`src/rtl/pipeline_run_ctrl_pkg.sv`:
```
`default_nettype none
// +----------------------------------------------------------------------+
// | pipeline_run_ctrl_pkg                                                |
// | Shared state encodings and helpers for the pipeline run controller.  |
// | Revision: 1.0                                                        |
// +----------------------------------------------------------------------+
package pipeline_run_ctrl_pkg;

    localparam logic [1:0] c_state_halt  = 2'd0;
    localparam logic [1:0] c_state_step  = 2'd1;
    localparam logic [1:0] c_state_run   = 2'd2;
    localparam logic [1:0] c_state_break = 2'd3;

    function automatic logic is_halted(input logic [1:0] s);
        return (s == c_state_halt) || (s == c_state_break);
    endfunction

endpackage
`default_nettype wire

```
`src/rtl/pipeline_run_ctrl_edge_rise.sv`:
```
`default_nettype none
// +----------------------------------------------------------------------+
// | edge_rise                                                            |
// | Rising-edge detector on a level input (one-cycle history register).  |
// | Revision: 1.0                                                        |
// +----------------------------------------------------------------------+
module edge_rise
    import pipeline_run_ctrl_pkg::*;
(
    input  logic clk,
    input  logic i_din,
    output logic o_rise
);

    logic r_prev;

    // History always tracks the input, so a level held through reset is
    // already captured and never reads as a fresh edge afterwards.
    always_ff @(posedge clk) begin
        r_prev <= i_din;
    end

    assign o_rise = i_din & ~r_prev;

endmodule
`default_nettype wire

```
`src/rtl/pipeline_run_ctrl.sv`:
```
`default_nettype none
// +----------------------------------------------------------------------+
// | pipeline_run_ctrl                                                    |
// | HALT/STEP/RUN/BREAK controller issuing pipe_en pulses to a pipeline. |
// | Revision: 1.0                                                        |
// +----------------------------------------------------------------------+
module pipeline_run_ctrl
    import pipeline_run_ctrl_pkg::*;
#(
    parameter int RUN_DIV = 100000,
    parameter int CNT_W   = 32
) (
    input  logic             clk,
    input  logic             rst,
    input  logic             step_btn,
    input  logic             run_sw,
    input  logic             halt_req,
    input  logic             bp_en,
    input  logic [31:0]      bp_pc,
    input  logic [31:0]      pc_f,
    output logic             pipe_en,
    output logic [1:0]       state,
    output logic             halted,
    output logic [CNT_W-1:0] cycle_cnt
);

    localparam int                 c_div_w   = (RUN_DIV > 1) ? $clog2(RUN_DIV) : 1;
    localparam logic [c_div_w-1:0] c_div_max = c_div_w'(RUN_DIV - 1);

    logic [1:0]         r_state;
    logic               r_pipe_en;
    logic [c_div_w-1:0] r_div;
    logic [CNT_W-1:0]   r_cycle_cnt;
    logic               w_step_rise;
    logic               w_run_rise;
    logic               w_div_wrap;
    logic               w_bp_hit;

    edge_rise u_step_edge (
        .clk    (clk),
        .i_din  (step_btn),
        .o_rise (w_step_rise)
    );

    edge_rise u_run_edge (
        .clk    (clk),
        .i_din  (run_sw),
        .o_rise (w_run_rise)
    );

    assign w_div_wrap = (r_div == c_div_max);
    assign w_bp_hit   = w_div_wrap && bp_en && (pc_f == bp_pc);

    always_ff @(posedge clk) begin
        if (rst) begin
            r_state     <= c_state_halt;
            r_pipe_en   <= 1'b0;
            r_div       <= '0;
            r_cycle_cnt <= '0;
        end else begin
            r_pipe_en <= 1'b0;
            if (r_pipe_en) begin
                r_cycle_cnt <= r_cycle_cnt + CNT_W'(1);
            end
            case (r_state)
                c_state_halt: begin
                    // A simultaneous step press is dropped in favour of RUN.
                    if (w_run_rise) begin
                        r_state <= c_state_run;
                        r_div   <= '0;
                    end else if (w_step_rise) begin
                        r_state <= c_state_step;
                    end
                end
                c_state_step: begin
                    r_pipe_en <= 1'b1;
                    r_state   <= c_state_halt;
                end
                c_state_run: begin
                    if (halt_req) begin
                        r_state <= c_state_halt;
                        r_div   <= '0;
                    end else if (w_bp_hit) begin
                        r_state <= c_state_break;
                        r_div   <= '0;
                    end else if (!run_sw) begin
                        r_state <= c_state_halt;
                        r_div   <= '0;
                    end else begin
                        r_div     <= w_div_wrap ? '0 : r_div + c_div_w'(1);
                        r_pipe_en <= w_div_wrap;
                    end
                end
                c_state_break: begin
                    // Stepping out skips the compare so execution moves past bp_pc.
                    if (w_step_rise) begin
                        r_state <= c_state_step;
                    end else if (!run_sw) begin
                        r_state <= c_state_halt;
                    end
                end
                default: r_state <= c_state_halt;
            endcase
        end
    end

    assign pipe_en   = r_pipe_en;
    assign state     = r_state;
    assign halted    = is_halted(r_state);
    assign cycle_cnt = r_cycle_cnt;

endmodule
`default_nettype wire

```
`config.mk`:
```
export PLATFORM = sky130hd
export DESIGN_NAME = pipeline_run_ctrl
export DESIGN_NICKNAME = d
export VERILOG_FILES = /design/src/rtl/pipeline_run_ctrl_pkg.sv /design/src/rtl/pipeline_run_ctrl_edge_rise.sv /design/src/rtl/pipeline_run_ctrl.sv
export SDC_FILE = /design/constraint.sdc
export NUM_CORES = 1
export LEC_CHECK = 0
export ABC_AREA = 1
export ABC_CLOCK_PERIOD_IN_PS = 1850
export BUFFER_PORTS_ARGS = -buffer_cell sky130_fd_sc_hd__buf_2
export CAP_MARGIN = 15
export CORE_AREA = 3 3 133 97
export CTS_CLUSTER_DIAMETER = 150
export DETAILED_ROUTE_END_ITERATION = 10
export DIE_AREA = 0 0 136 100
export PLACE_DENSITY = 0.59
export SYNTH_ARGS = -nofsm -noshare
export SYNTH_HDL_FRONTEND = slang
export SYNTH_SLANG_ARGS = --single-unit
```
`constraint.sdc`:
```
create_clock -name clk -period 1.85 [get_ports clk]
set_clock_uncertainty 0.15 [all_clocks]
set_input_delay 0.2775 -clock clk [delete_from_list [all_inputs] [get_ports clk]]
set_output_delay 0.2775 -clock clk [all_outputs]
set_load 0.01 [all_outputs]
```
# --- Word level (Yosys, flattened, before mapping) ---
# Index checks and enable logic that the tools add are counted.
word_totals:
  reg_bits: 54
  in_bits: 70
  output_inout_bits: 36
  elab_cells: 42
op_classes:
  addsub: 2
  n_eq_ne: 7
  muxes: 17
  n_bitwise: 4
  n_reduce_logical: 6
ops:
  columns: ["operator", "n"]
  rows:
  - ["17-bit 2-to-1 mux", 5]
  - ["17-bit one-hot mux with 2 select lines", 1]
  - ["32-bit by 1-bit adder with 32-bit output (second input constant)", 1]
  - ["32-bit == test", 1]
  - ["17-bit by 1-bit adder with 17-bit output (second input constant)", 1]
  - ["17-bit == test (second input constant)", 1]
  - ["2-bit 2-to-1 mux", 6]
  - ["2-bit one-hot mux with 4 select lines", 1]
  - ["2-bit == test (second input constant)", 2]
  - ["1-bit 2-to-1 mux", 3]
  - ["3-bit by 1-bit inequality test with 1-bit output (second input constant)", 1]
  - ["1-bit AND", 2]
  - ["2-bit by 1-bit == test with 1-bit output (second input constant)", 1]
  - ["1-bit logical AND", 2]
  - ["2-bit zero test", 1]
  - ["2-bit by 1-bit inequality test with 1-bit output (second input constant)", 1]
  - ["1-bit inverter", 2]
  - ["1-bit one-hot mux with 2 select lines", 1]
  - ["2-bit AND reduction", 1]
  - ["2-bit nonzero test", 1]
  - ["1-bit logical OR", 1]

# --- Depth between registers and ports, before layout ---
# Gate-level depths: netlist of the first run.
logic_depth:
  depth_word: 6
  ltp_mapped: 14
  depth_no_buf: 14

# --- Hierarchy ---
# From an unflattened synthesis of the first run, not the netlist that was laid out.
unflattened:
  hier_cells: 550
  area_unflattened_um2: 3533.4
by_module_without_submodules:
  columns: ["module", "instances", "cells_each", "area_per_inst_um2", "seq_area_each_um2"]
  rows:
  - ["pipeline_run_ctrl", 1, 544, 3473.3, 1041.0]
  - ["edge_rise", 2, 3, 30.0, 20.0]

# --- Worst setup path after synthesis of the first run ---
# Ideal clock, no wire load.
synth_path:
  path_type: "register to register"
  startpoint: "register r_cycle_cnt[0], in the netlist cycle_cnt[0]"
  endpoint: "register r_cycle_cnt[24], in the netlist cycle_cnt[24]"
  setup_time_ns: 0.118
  arrival_time_ns: 1.608
  path_slack_ns: -0.025
  path_stages_with_launch: 13
  n_path_buf: 0
  synth_period_minus_slack_ns: 1.875
  path_cell_list: "dfxtp_1 ha_1 nand3_2 inv_2 nand2_2 nor2_2 nand2_2 nor2_2 inv_2 nor3_4 nand2_1 o21ai_1 a21oi_1"
synth_via:
  elab_chain_cells: 1
synth_rtl:
  columns: ["item", "line", "rtl"]
  rows:
  - ["from (decl)", "pipeline_run_ctrl.sv:33", "logic [CNT_W-1:0] r_cycle_cnt;"]
  - ["from (signal assigned)", "pipeline_run_ctrl.sv:63", "r_cycle_cnt <= r_cycle_cnt + CNT_W'(1);"]
  - ["32-bit by 1-bit adder with 32-bit output", "pipeline_run_ctrl.sv:63", null]
# Every way passes these cells.
# A chain may end at the register's enable or synchronous reset.

# --- Worst setup path in the final report of the first run ---
layout_path:
  startpoint: "register r_div[1]"
  endpoint: "register r_div[10]"
layout_via:
  elab_chain_cells: 6
  word_cells_on_any_way: 9
  classes_between: "add/sub (1); eq/ne (1); mux (5); reduce/logical (2)"
layout_rtl:
  columns: ["item", "line", "rtl"]
  rows:
  - ["from (decl)", "pipeline_run_ctrl.sv:32", "logic [c_div_w-1:0] r_div;"]
  - ["from (signal assigned)", "pipeline_run_ctrl.sv:90", "r_div <= w_div_wrap ? '0 : r_div + c_div_w'(1);"]
  - ["17-bit by 1-bit adder with 17-bit output or 17-bit == test (tied branches)", "pipeline_run_ctrl.sv:90, pipeline_run_ctrl.sv:51", null]
  - ["17-bit 2-to-1 mux or 1-bit logical AND (tied branches)", "pipeline_run_ctrl.sv:90, pipeline_run_ctrl.sv:52", null]
  - ["17-bit 2-to-1 mux or 1-bit logical AND (tied branches)", "pipeline_run_ctrl.sv:86, pipeline_run_ctrl.sv:52", null]
  - ["17-bit 2-to-1 mux *", "pipeline_run_ctrl.sv:83", "end else if (w_bp_hit) begin"]
  - ["17-bit 2-to-1 mux *", "pipeline_run_ctrl.sv:80", "if (halt_req) begin"]
  - ["17-bit one-hot mux with 2 select lines *", "pipeline_run_ctrl.sv:65", "case (r_state)"]
# Mark *: on every way between the ends. The rest lies on a longest branch, timed or not.

==> results of run 1 <==
==> synthesized netlist by cell type, types with 2 or more instances <==
| library cell | instances |
|---|---|
| nor2_1 | 84 |
| a21oi_1 | 28 |
| nand2_1 | 119 |
| a21oi_2 | 2 |
| xor2_1 | 8 |
| xnor2_1 | 15 |
| a22oi_1 | 9 |
| nand3_2 | 4 |
| ha_1 | 7 |
| a211oi_1 | 2 |
| inv_1 | 93 |
| dfxtp_1 | 54 |
| nor4_1 | 3 |
| nor3_2 | 2 |
| nor3_1 | 10 |
| nand4_1 | 14 |
| o21ai_0 | 21 |
| a31oi_1 | 3 |
| inv_2 | 10 |
| nand2_2 | 8 |
| clkbuf_1 | 6 |
| nand3_1 | 21 |
| nor2_2 | 11 |
| o21a_1 | 3 |
==> layer usage <==
metal / track usage (%) / share of wire [%] / vias up
met5: 0 / 0 / -
met4: 2.479 / 0.75 / 0
met3: 2.505 / 5.8 / 6
met2: 21.87 / 43 / 93
met1: 21.36 / 51 / 1733
li1: - / - / 2040
==> flip-flops by register name, summed over array words and instances, names as in the netlist <==
signal / cells
state: 2
u_step_edge.r_prev: 1
u_run_edge.r_prev: 1
pipe_en: 1
cycle_cnt: 32
r_div: 17
==> power by group through the flow <==
stage / Combinational [µW] / Clock (µW) / Sequential [µW]
2_1_floorplan: 249 / 0 / 1230
3_3_place_gp: 473 / 0 / 1220
3_5_place_dp: 483 / 0 / 1220
4_1_cts: 491 / 949 / 1200
5_1_grt: 568 / 999 / 1200
6_report: 507 / 925 / 1190
==> how the worst min path moves through the flow <==
stage	start	end	slack [ns]	cells after the start
6_report	run_sw	u_run_edge.r_prev$_DFF_P_	0.05	1
5_1_grt	run_sw	u_run_edge.r_prev$_DFF_P_	0.05	1
2_1_floorplan	run_sw	u_run_edge.r_prev$_DFF_P_	0.16	0
3_3_place_gp	step_btn	u_step_edge.r_prev$_DFF_P_	0.25	1
4_1_cts	run_sw	u_run_edge.r_prev$_DFF_P_	0.04	1
3_5_place_dp	step_btn	u_step_edge.r_prev$_DFF_P_	0.25	1
==> area by class of cell <==
type / instances / area share [%]
Clock buffer: 6 / 2.600
Clock inverter: 1 / 0.1514
Inverter: 103 / 8.052
Multi-Input combinational cell: 384 / 43.99
Sequential cell: 54 / 22.61
Tap cell: 157 / 3.963
Timing Repair Buffer: 156 / 18.63
==> through the flow <==
| stage | power, µW | hold slack (ns) | setup WS [ns] | util (%) | setup TNS (ns) |
|---|---|---|---|---|---|
| final | 2625 | 0.05059 | 0.06676 | 42.57 | 0 |
| after global routing | 2763 | 0.05262 | -0.09378 | 42.57 | -1.068 |
| after CTS | 2638 | 0.04289 | 0.01124 | 40.02 | 0 |
| after detailed placement | 1706 | 0.2468 | -0.04243 | 38.35 | -0.2630 |
| after global placement | 1694 | 0.2463 | -0.009191 | 38.35 | -0.02545 |
| after floorplan | 1483 | 0.1552 | 0.04847 | - | 0 |
==> worst max-delay path, cell delays in order (launching register included) <==
cell     delay (ns)
dfxtp_2        0.36
ha_4           0.15
nand2_4        0.06
nor2_4         0.12
nand2_1        0.07
nor2_1         0.12
nand2_1        0.09
nor2_2         0.15
nand2_1        0.09
xnor2_1        0.13
a22oi_1        0.13
nor2_1         0.05
==> logic make-up (layout without fill, tap and decap cells) <==
group / count (synthesis) / in the layout
buffers and inverters: 110 / 266
AND/OR/NAND/NOR: 281 / 281
XOR/XNOR: 23 / 23
adder cells (fa/ha/maj): 7 / 7
AO/OA/AOI/OAI: 73 / 73
flip-flops: 54 / 54
==> timing repair <==
| action | 4_1_cts | 5_1_grt |
|---|---|---|
| setup buffers | 1 | 12 |
| hold endpoints to repair | 1 | 0 |
| setup endpoints to repair | 13 | 31 |
| resized for setup | 8 | 66 |
| hold buffers | 1 | 0 |
| pin swaps | 2 | 19 |
| cloned | 0 | 0 |
==> qor.csv, run 1 <==
metric,value,unit
final-hold-violation-count,0,
synth_top_family_by_area,simple AND/OR/NAND/NOR gates,
synthXorXnorAreaFrac,5.791,%
drc_errors,0,
yosysTopAreaCellShare,31.08,%
place_hpwl,7867,µm
synth_area_leader_cell,dfxtp_1,
rsz0062_at_grt,yes,
ant_nets,0,
htree_levels,2,
cts.sink_count,54,
fin_cells,861,
syn-cell-area,3478,µm²
cts_tree,yes,
ir_drop,0.0005337,V
reg2reg_depth,11,
muxShareOfSynthArea,0,%
antenna_found_initial,0,
fp.dieH,100,µm
hp-class,primary input to flop,
path_class,flop to flop,
status,completed,
grt_first_pass_wirelength,16060,µm
drive_gt1_share,34.94,%
synth_edf_count,0,
syn_inst,548,
drt-initial-drc-count,253,
synth_top_flop_cell,dfxtp_1,
root_buffer,clkbuf_16,
grtUsageTotal,14.32,%
dpl-instance-area,4466,µm²
cp-end-kind,flop,
dr.pass1.iters,4,
wirelength,10200,µm
cp.required,1.87,ns
fillCellCount,1193,
clkTransAtPathRegs,0.07,ns
cts_buffers,5,
grt_max_degree,27,
clock_latency,0.29,ns
grt_pass1_vias,3495,
yosys.area_share.adder,2.518,%
async_flop_share,0,%
netSwitchingPower,730.8,µW
dp.cells,840,
synth_cell_types,35,
core_area,11640,µm²
crit_path_start,r_div[1]$_SDFFE_PP0P_,
startpoint_type,flop,
finalInstanceArea,4957,µm²
ff_latch_area,1121,µm²
cp.arrival,1.81,ns
reg2reg_setup_slack,0.07,ns
diodes,0,
overflow,0,
cap_violations,0,
wire_per_inst,11.85,µm
synth_nets,625,
fin_crit_sh,96.39,%
die_x,136,µm
max_freq,560.8,MHz
multiInputGateArea,2181,µm²
ys_seq_elements,54,
netSwitchingFraction,27.84,%
die-area,13600,µm²
p_seq_share,45.5,%
reg2reg_to,r_div[10]$_SDFFE_PP0P_,
final_common_cell,nand2_1,
synth.area.top_cells,"dfxtp_1 (31%), nand2_1 (13%), inv_1 (10%)",
gp_congestion,0.8630,
initial_core_util,29.87,%
maxSlewViolCount,0,
area_growth,42.52,%
max-clock-path-buffers,2,
crit_end,r_div[10]$_SDFFE_PP0P_,
io_buffer_count,105,
min_period,1.783,ns
worstMarginPinSlew,0.3856,ns
power_density,529.6,nW/µm²
vias_per_cell,4.497,
cellLeakagePower,0.002356,µW
r2r-start,r_div[1]$_SDFFE_PP0P_,
ys_seq_area_share,31.08,%
placementRows,33,
clkPwrFrac,35.2,%
syn_area_per_cell,6.347,µm²
setup_violations,0,
synth-simple-area-share,36.37,%
ios,106,
final_nets,781,
mostFrequentLayoutCells,"nand2_1 (114), buf_2 (105), inv_1 (90), nor2_1 (78), buf_4 (49)",
path_max_fanout,3,
yosysWarningCount,0,
synth_compound_area_share,12.27,%
p_comb_share,19.3,%
vias,3872,
slew_headroom,74.26,%
p_int,1895,µW
Note: power is estimated with default switching activity, not from simulation.
==> inputs of run 2 (changes only) <==
--- a/config.mk
+++ b/config.mk
@@ -9,11 +9,11 @@
 export ABC_CLOCK_PERIOD_IN_PS = 1850
 export BUFFER_PORTS_ARGS = -buffer_cell sky130_fd_sc_hd__buf_2
 export CAP_MARGIN = 15
-export CORE_AREA = 3 3 133 97
+export CORE_AREA = 3 3 124 90
 export CTS_CLUSTER_DIAMETER = 150
 export DETAILED_ROUTE_END_ITERATION = 10
-export DIE_AREA = 0 0 136 100
-export PLACE_DENSITY = 0.59
+export DIE_AREA = 0 0 127 93
+export PLACE_DENSITY = 0.66
 export SYNTH_ARGS = -nofsm -noshare
 export SYNTH_HDL_FRONTEND = slang
 export SYNTH_SLANG_ARGS = --single-unit
==> run 2 against run 1 <==
  * Cell area decreased by 1.4%
  * Critical path type unchanged
  * Largest cell class unchanged
  * Flip-flop and latch count did not move
  * Global-route usage rose by 2.0 points
  * Sequential power about the same
  * Critical endpoint unchanged
  * Final cell count decreased by 3.7%
  * Setup slack worse by 0.015 ns
==> qor.csv, run 2 (synthesized netlist as in run 1, its figures left out) <==
metric,value,unit
multiInputGateArea,2201,µm²
cts.sink_count,54,
p_seq_share,44.7,%
setup_violations,0,
diodes,0,
ant_nets,0,
drt-initial-drc-count,309,
area_growth,40.47,%
final-hold-violation-count,0,
cap_violations,0,
ios,106,
status,completed,
cp-end-kind,flop,
core_area,10160,µm²
ff_latch_area,1112,µm²
die_x,127,µm
final_nets,773,
netSwitchingFraction,27.91,%
fp.dieH,93,µm
grt_max_degree,27,
fin_cells,829,
fillCellCount,1002,
dr.pass1.iters,5,
netSwitchingPower,747.1,µW
grtUsageTotal,16.30,%
clkTransAtPathRegs,0.07,ns
gp_congestion,0.9779,
cp.arrival,1.82,ns
p_comb_share,18.8,%
rsz0062_at_grt,yes,
holdWs,0.04488,ns
finalInstanceArea,4886,µm²
max_freq,556.1,MHz
dpl-instance-area,4412,µm²
htree_levels,2,
path_max_fanout,3,
post-place-ws,-0.04225,ns
cp.required,1.87,ns
drc_errors,0,
initial_core_util,34.23,%
cellLeakagePower,0.002347,µW
vias,3951,
place_hpwl,7926,µm
final_common_cell,nand2_1,
startpoint_type,flop,
largest_reg_flops,32,
clock_latency,0.30,ns
drive_gt1_share,34.72,%
vias_per_cell,4.766,
max-clock-path-buffers,2,
placementRows,31,
power_density,547.8,nW/µm²
maxSlewViolCount,0,
wire_per_inst,12.34,µm
p_int,1930,µW
overflow,0,
cts_tree,yes,
ir_drop,0.0005403,V
hp-class,primary input to flop,
min_period,1.798,ns
mostFrequentLayoutCells,"nand2_1 (111), buf_2 (105), inv_1 (93), nor2_1 (76), buf_4 (40)",
grt_first_pass_wirelength,16100,µm
clkPwrFrac,36.6,%
finalWorstSetupSlack,0.05179,ns
dp.cells,812,
root_buffer,clkbuf_16,
worstMarginPinSlew,0.3822,ns
grt_pass1_vias,3619,
antenna_found_initial,0,
path_class,flop to flop,
wirelength,10230,µm
final_core_util,48.08,%
io_buffer_count,105,
fin_crit_sh,97.20,%
cts_buffers,5,
slew_headroom,74.49,%
die-area,11810,µm²
[run 2: cell count changes in the layout (fill, tap and decap cells not counted), moves of 3 or more]
cell / previous run / this run
nand2_2: 8 / 13
buf_4: 49 / 40
inv_1: 90 / 93
nand2_1: 114 / 111
dfxtp_1: 34 / 37
inv_4: 5 / 1
[run 2: power groups by stage]
stage                     Sequential [µW]  Clock (µW)  Combinational, µW
after global routing                 1200        1040                561
after CTS                            1200         994                478
after global placement               1220           0                458
final                                1200         978                502
after floorplan                      1230           0                249
after detailed placement             1220           0                471
[run 2: final cells by class]
class	instances	area share, %
timing repair buffer	148	17.75
multi-input combinational	384	45.04
inverter	103	7.964
clock buffer	6	2.843
clock inverter	2	0.2561
tap	132	3.380
sequential	54	22.77
[run 2: worst max-delay path, cell delays in order, from the launching register on]
cell     delay (ns)
dfxtp_2        0.35
ha_4           0.15
nand2_4        0.05
nor2_4         0.13
nand2_2        0.10
nor2_4         0.13
nand2_4        0.08
nor2_4         0.10
nand2_1        0.07
xnor2_1        0.13
a22oi_1        0.17
nor2_1         0.07
[run 2: metal layers]
| layer | routed length [µm] | GRT usage, % | vias to the layer above | share of wire (%) |
|---|---|---|---|---|
| met3 | 602 | 3.196 | 11 | 5.9 |
| met2 | 4719 | 25.57 | 111 | 46 |
| met5 | 0 | 0 | - | 0 |
| met1 | 4816 | 23.05 | 1806 | 47 |
| met4 | 94 | 3.929 | 0 | 0.92 |
| li1 | - | - | 2023 | - |
[run 2: repair_timing]
item	CTS	global route
endpoints found under the setup margin	12	31
pin swaps	3	20
setup buffers	1	7
gates resized for setup	9	64
endpoints found under the hold margin	1	0
hold buffers	1	0
[run 2: worst paths after layout]
path              slack [ns]  depth (start not counted)                   endpoint                       from
setup / recovery        0.05                         11     r_div[10]$_SDFFE_PP0P_      r_div[0]$_SDFFE_PP0P_
hold / removal          0.04                          1  u_run_edge.r_prev$_DFF_P_                     run_sw
setup reg to reg        0.05                         11     r_div[10]$_SDFFE_PP0P_      r_div[0]$_SDFFE_PP0P_
hold reg to reg         0.34                          2  cycle_cnt[8]$_SDFFE_PP0P_  cycle_cnt[8]$_SDFFE_PP0P_
[run 2: through the flow]
| step | TNS [ns] | total power [µW] |
|---|---|---|
| after detailed placement | -0.1515 | 1694 |
| final | 0 | 2677 |
| after global placement | 0 | 1680 |
| after floorplan | 0 | 1483 |
| after global routing | -0.5675 | 2803 |
| after CTS | 0 | 2670 |
==> inputs of run 3 (changes only) <==
--- a/config.mk
+++ b/config.mk
@@ -13,7 +13,6 @@
 export CTS_CLUSTER_DIAMETER = 150
 export DETAILED_ROUTE_END_ITERATION = 10
 export DIE_AREA = 0 0 127 93
-export PLACE_DENSITY = 0.66
 export SYNTH_ARGS = -nofsm -noshare
 export SYNTH_HDL_FRONTEND = slang
 export SYNTH_SLANG_ARGS = --single-unit
==> run 3 against run 2 <==
  * Power increased by 0.55%
  * Critical path depth increased by 1
  * Cell area increased by 0.49%
  * First-iteration DRC count decreased by 17%
  * Critical endpoint is now r_div[12]$_SDFFE_PP0P_
  * Register-to-register slack about the same
  * Non-clock buffer count increased by 7
  * Count of clock-buffer cells in the layout unchanged
  * Highest routed layer unchanged
  * Clock power increased by 2%
  * Setup slack improved by 0.012 ns
  * Sequential power about the same
  * Via count decreased by 2.4%
==> qor.csv, run 3 (synthesized netlist as in run 1, its figures left out) <==
metric,value,unit
max-clock-path-buffers,2,
mostFrequentLayoutCells,"nand2_1 (114), buf_2 (105), inv_1 (92), nor2_1 (77), buf_4 (49)",
cp.arrival,1.83,ns
final_common_cell,nand2_1,
cpLargestDelayFamily,simple AND/OR/NAND/NOR gates,
overflow,0,
reg2reg_setup_slack,0.06,ns
path_buf_inv,0,
fp.dieH,93,µm
ant_nets,0,
initial_core_util,34.23,%
core_area,10160,µm²
diodes,0,
drc_errors,0,
largest_reg_flops,32,
dp.cells,817,
power_density,548.2,nW/µm²
antenna_found_initial,0,
clock_latency,0.29,ns
die-area,11810,µm²
worstMarginPinSlew,0.3754,ns
dr.pass1.iters,5,
ir_drop,0.0003561,V
wirelength,10140,µm
critPathMaxStageDelay,0.36,ns
startpoint_type,flop,
drive_gt1_share,34.94,%
clkTransAtPathRegs,0.07,ns
cp.required,1.89,ns
cellLeakagePower,0.002347,µW
path_max_fanout,3,
placementRows,31,
area_growth,41.15,%
fin_cells,836,
finalInstanceArea,4910,µm²
htree_levels,2,
setup_violations,0,
cp_slowest_cell,dfxtp_2,
final-hold-violation-count,0,
drt-initial-drc-count,258,
grtUsageTotal,16.07,%
die_x,127,µm
cts_buffers,5,
grt_first_pass_wirelength,15820,µm
rsz0062_at_grt,yes,
vias,3857,
min_period,1.786,ns
cts_tree,yes,
slew_headroom,74.86,%
place_hpwl,7796,µm
final_nets,780,
dpl-instance-area,4437,µm²
cp_cell_sequence,ha_4 > nand2_4 > nor2_4 > nand2_1 > nor2_2 > nand2_2 > nor2_2 > nand3_1 > nor2_1 > o21ai_0 > nand2_1 > nor2_1,
cap_violations,0,
setup_tns,0,ns
cp-end-kind,flop,
path_class,flop to flop,
wire_per_inst,12.13,µm
ios,106,
gp_congestion,0.8770,
max_freq,559.8,MHz
hp-class,primary input to flop,
grt_max_degree,26,
root_buffer,clkbuf_16,
io_buffer_count,105,
status,completed,
cts.sink_count,54,
grt_pass1_vias,3486,
fin_crit_sh,96.56,%
vias_per_cell,4.614,
maxSlewViolCount,0,
run 3: changes by cell type in the layout (fill, tap and decap cells not counted), sizes merged:
cell,before,now
clkinv,1,0
inv,103,104
buf,147,154
run 3: layout make-up:
type,instances,area (µm²)
clock buffers,6,138.9
inverters,103,394.1
fillers,1034,5253
multi-input cells,384,2182
clock inverters,2,16.27
repair buffers,155,903.4
well taps,132,165.2
flip-flops and latches,54,1110
run 3: metrics by stage:
step | total power [µW] | hold WS (ns) | setup WS [ns] | utilization (%)
CTS | 2707 | 0.03599 | -0.002344 | 45.78
global route | 2845 | 0.04580 | -0.08619 | 48.31
finish | 2691 | 0.04464 | 0.06371 | 48.31
detailed placement | 1694 | 0.2543 | -0.06654 | 43.66
floorplan | 1483 | 0.1552 | 0.04847 | -
global placement | 1690 | 0.2495 | -0.01549 | 43.66
run 3: per-layer routing:
| metal | up-vias | share of wire (%) | routed length, µm | GRT usage [%] |
|---|---|---|---|---|
| met4 | 0 | 0.66 | 67 | 2.589 |
| li1 | 2030 | - | - | - |
| met3 | 4 | 5.8 | 588 | 2.683 |
| met5 | - | 0 | 0 | 0 |
| met1 | 1712 | 50 | 5024 | 23.61 |
| met2 | 111 | 44 | 4459 | 25.13 |
run 3: worst reg2reg max path: cells and delay by family, from the launching register on:
family | cells | cell delay [ns]
flip-flops | 1 | 0.36
AND/OR/NAND/NOR | 10 | 0.95
adder cells (fa/ha/maj) | 1 | 0.15
AO/OA/AOI/OAI | 1 | 0.09
run 3: path summary, 6_finish.rpt:
kind                                                 from                         to  depth (start not counted)
worst max-delay path                r_div[0]$_SDFFE_PP0P_     r_div[12]$_SDFFE_PP0P_                         12
worst min-delay path                               run_sw  u_run_edge.r_prev$_DFF_P_                          1
worst max register to register      r_div[0]$_SDFFE_PP0P_     r_div[12]$_SDFFE_PP0P_                         12
worst min register to register  cycle_cnt[8]$_SDFFE_PP0P_  cycle_cnt[8]$_SDFFE_PP0P_                          2
run 3: power by group:
part	switching, µW	leakage (µW)	internal (µW)
Sequential	19.8	0.000445	1180
Clock	451	0.0000735	545
Combinational	284	0.00183	214
run 3: repair_timing:
item / 4_1_cts / 5_1_grt
pin swaps: 4 / 20
hold buffers: 1 / 0
hold endpoints to repair: 1 / 0
endpoints found under the setup margin: 16 / 31
gates resized for setup: 8 / 56
setup buffers: 3 / 7
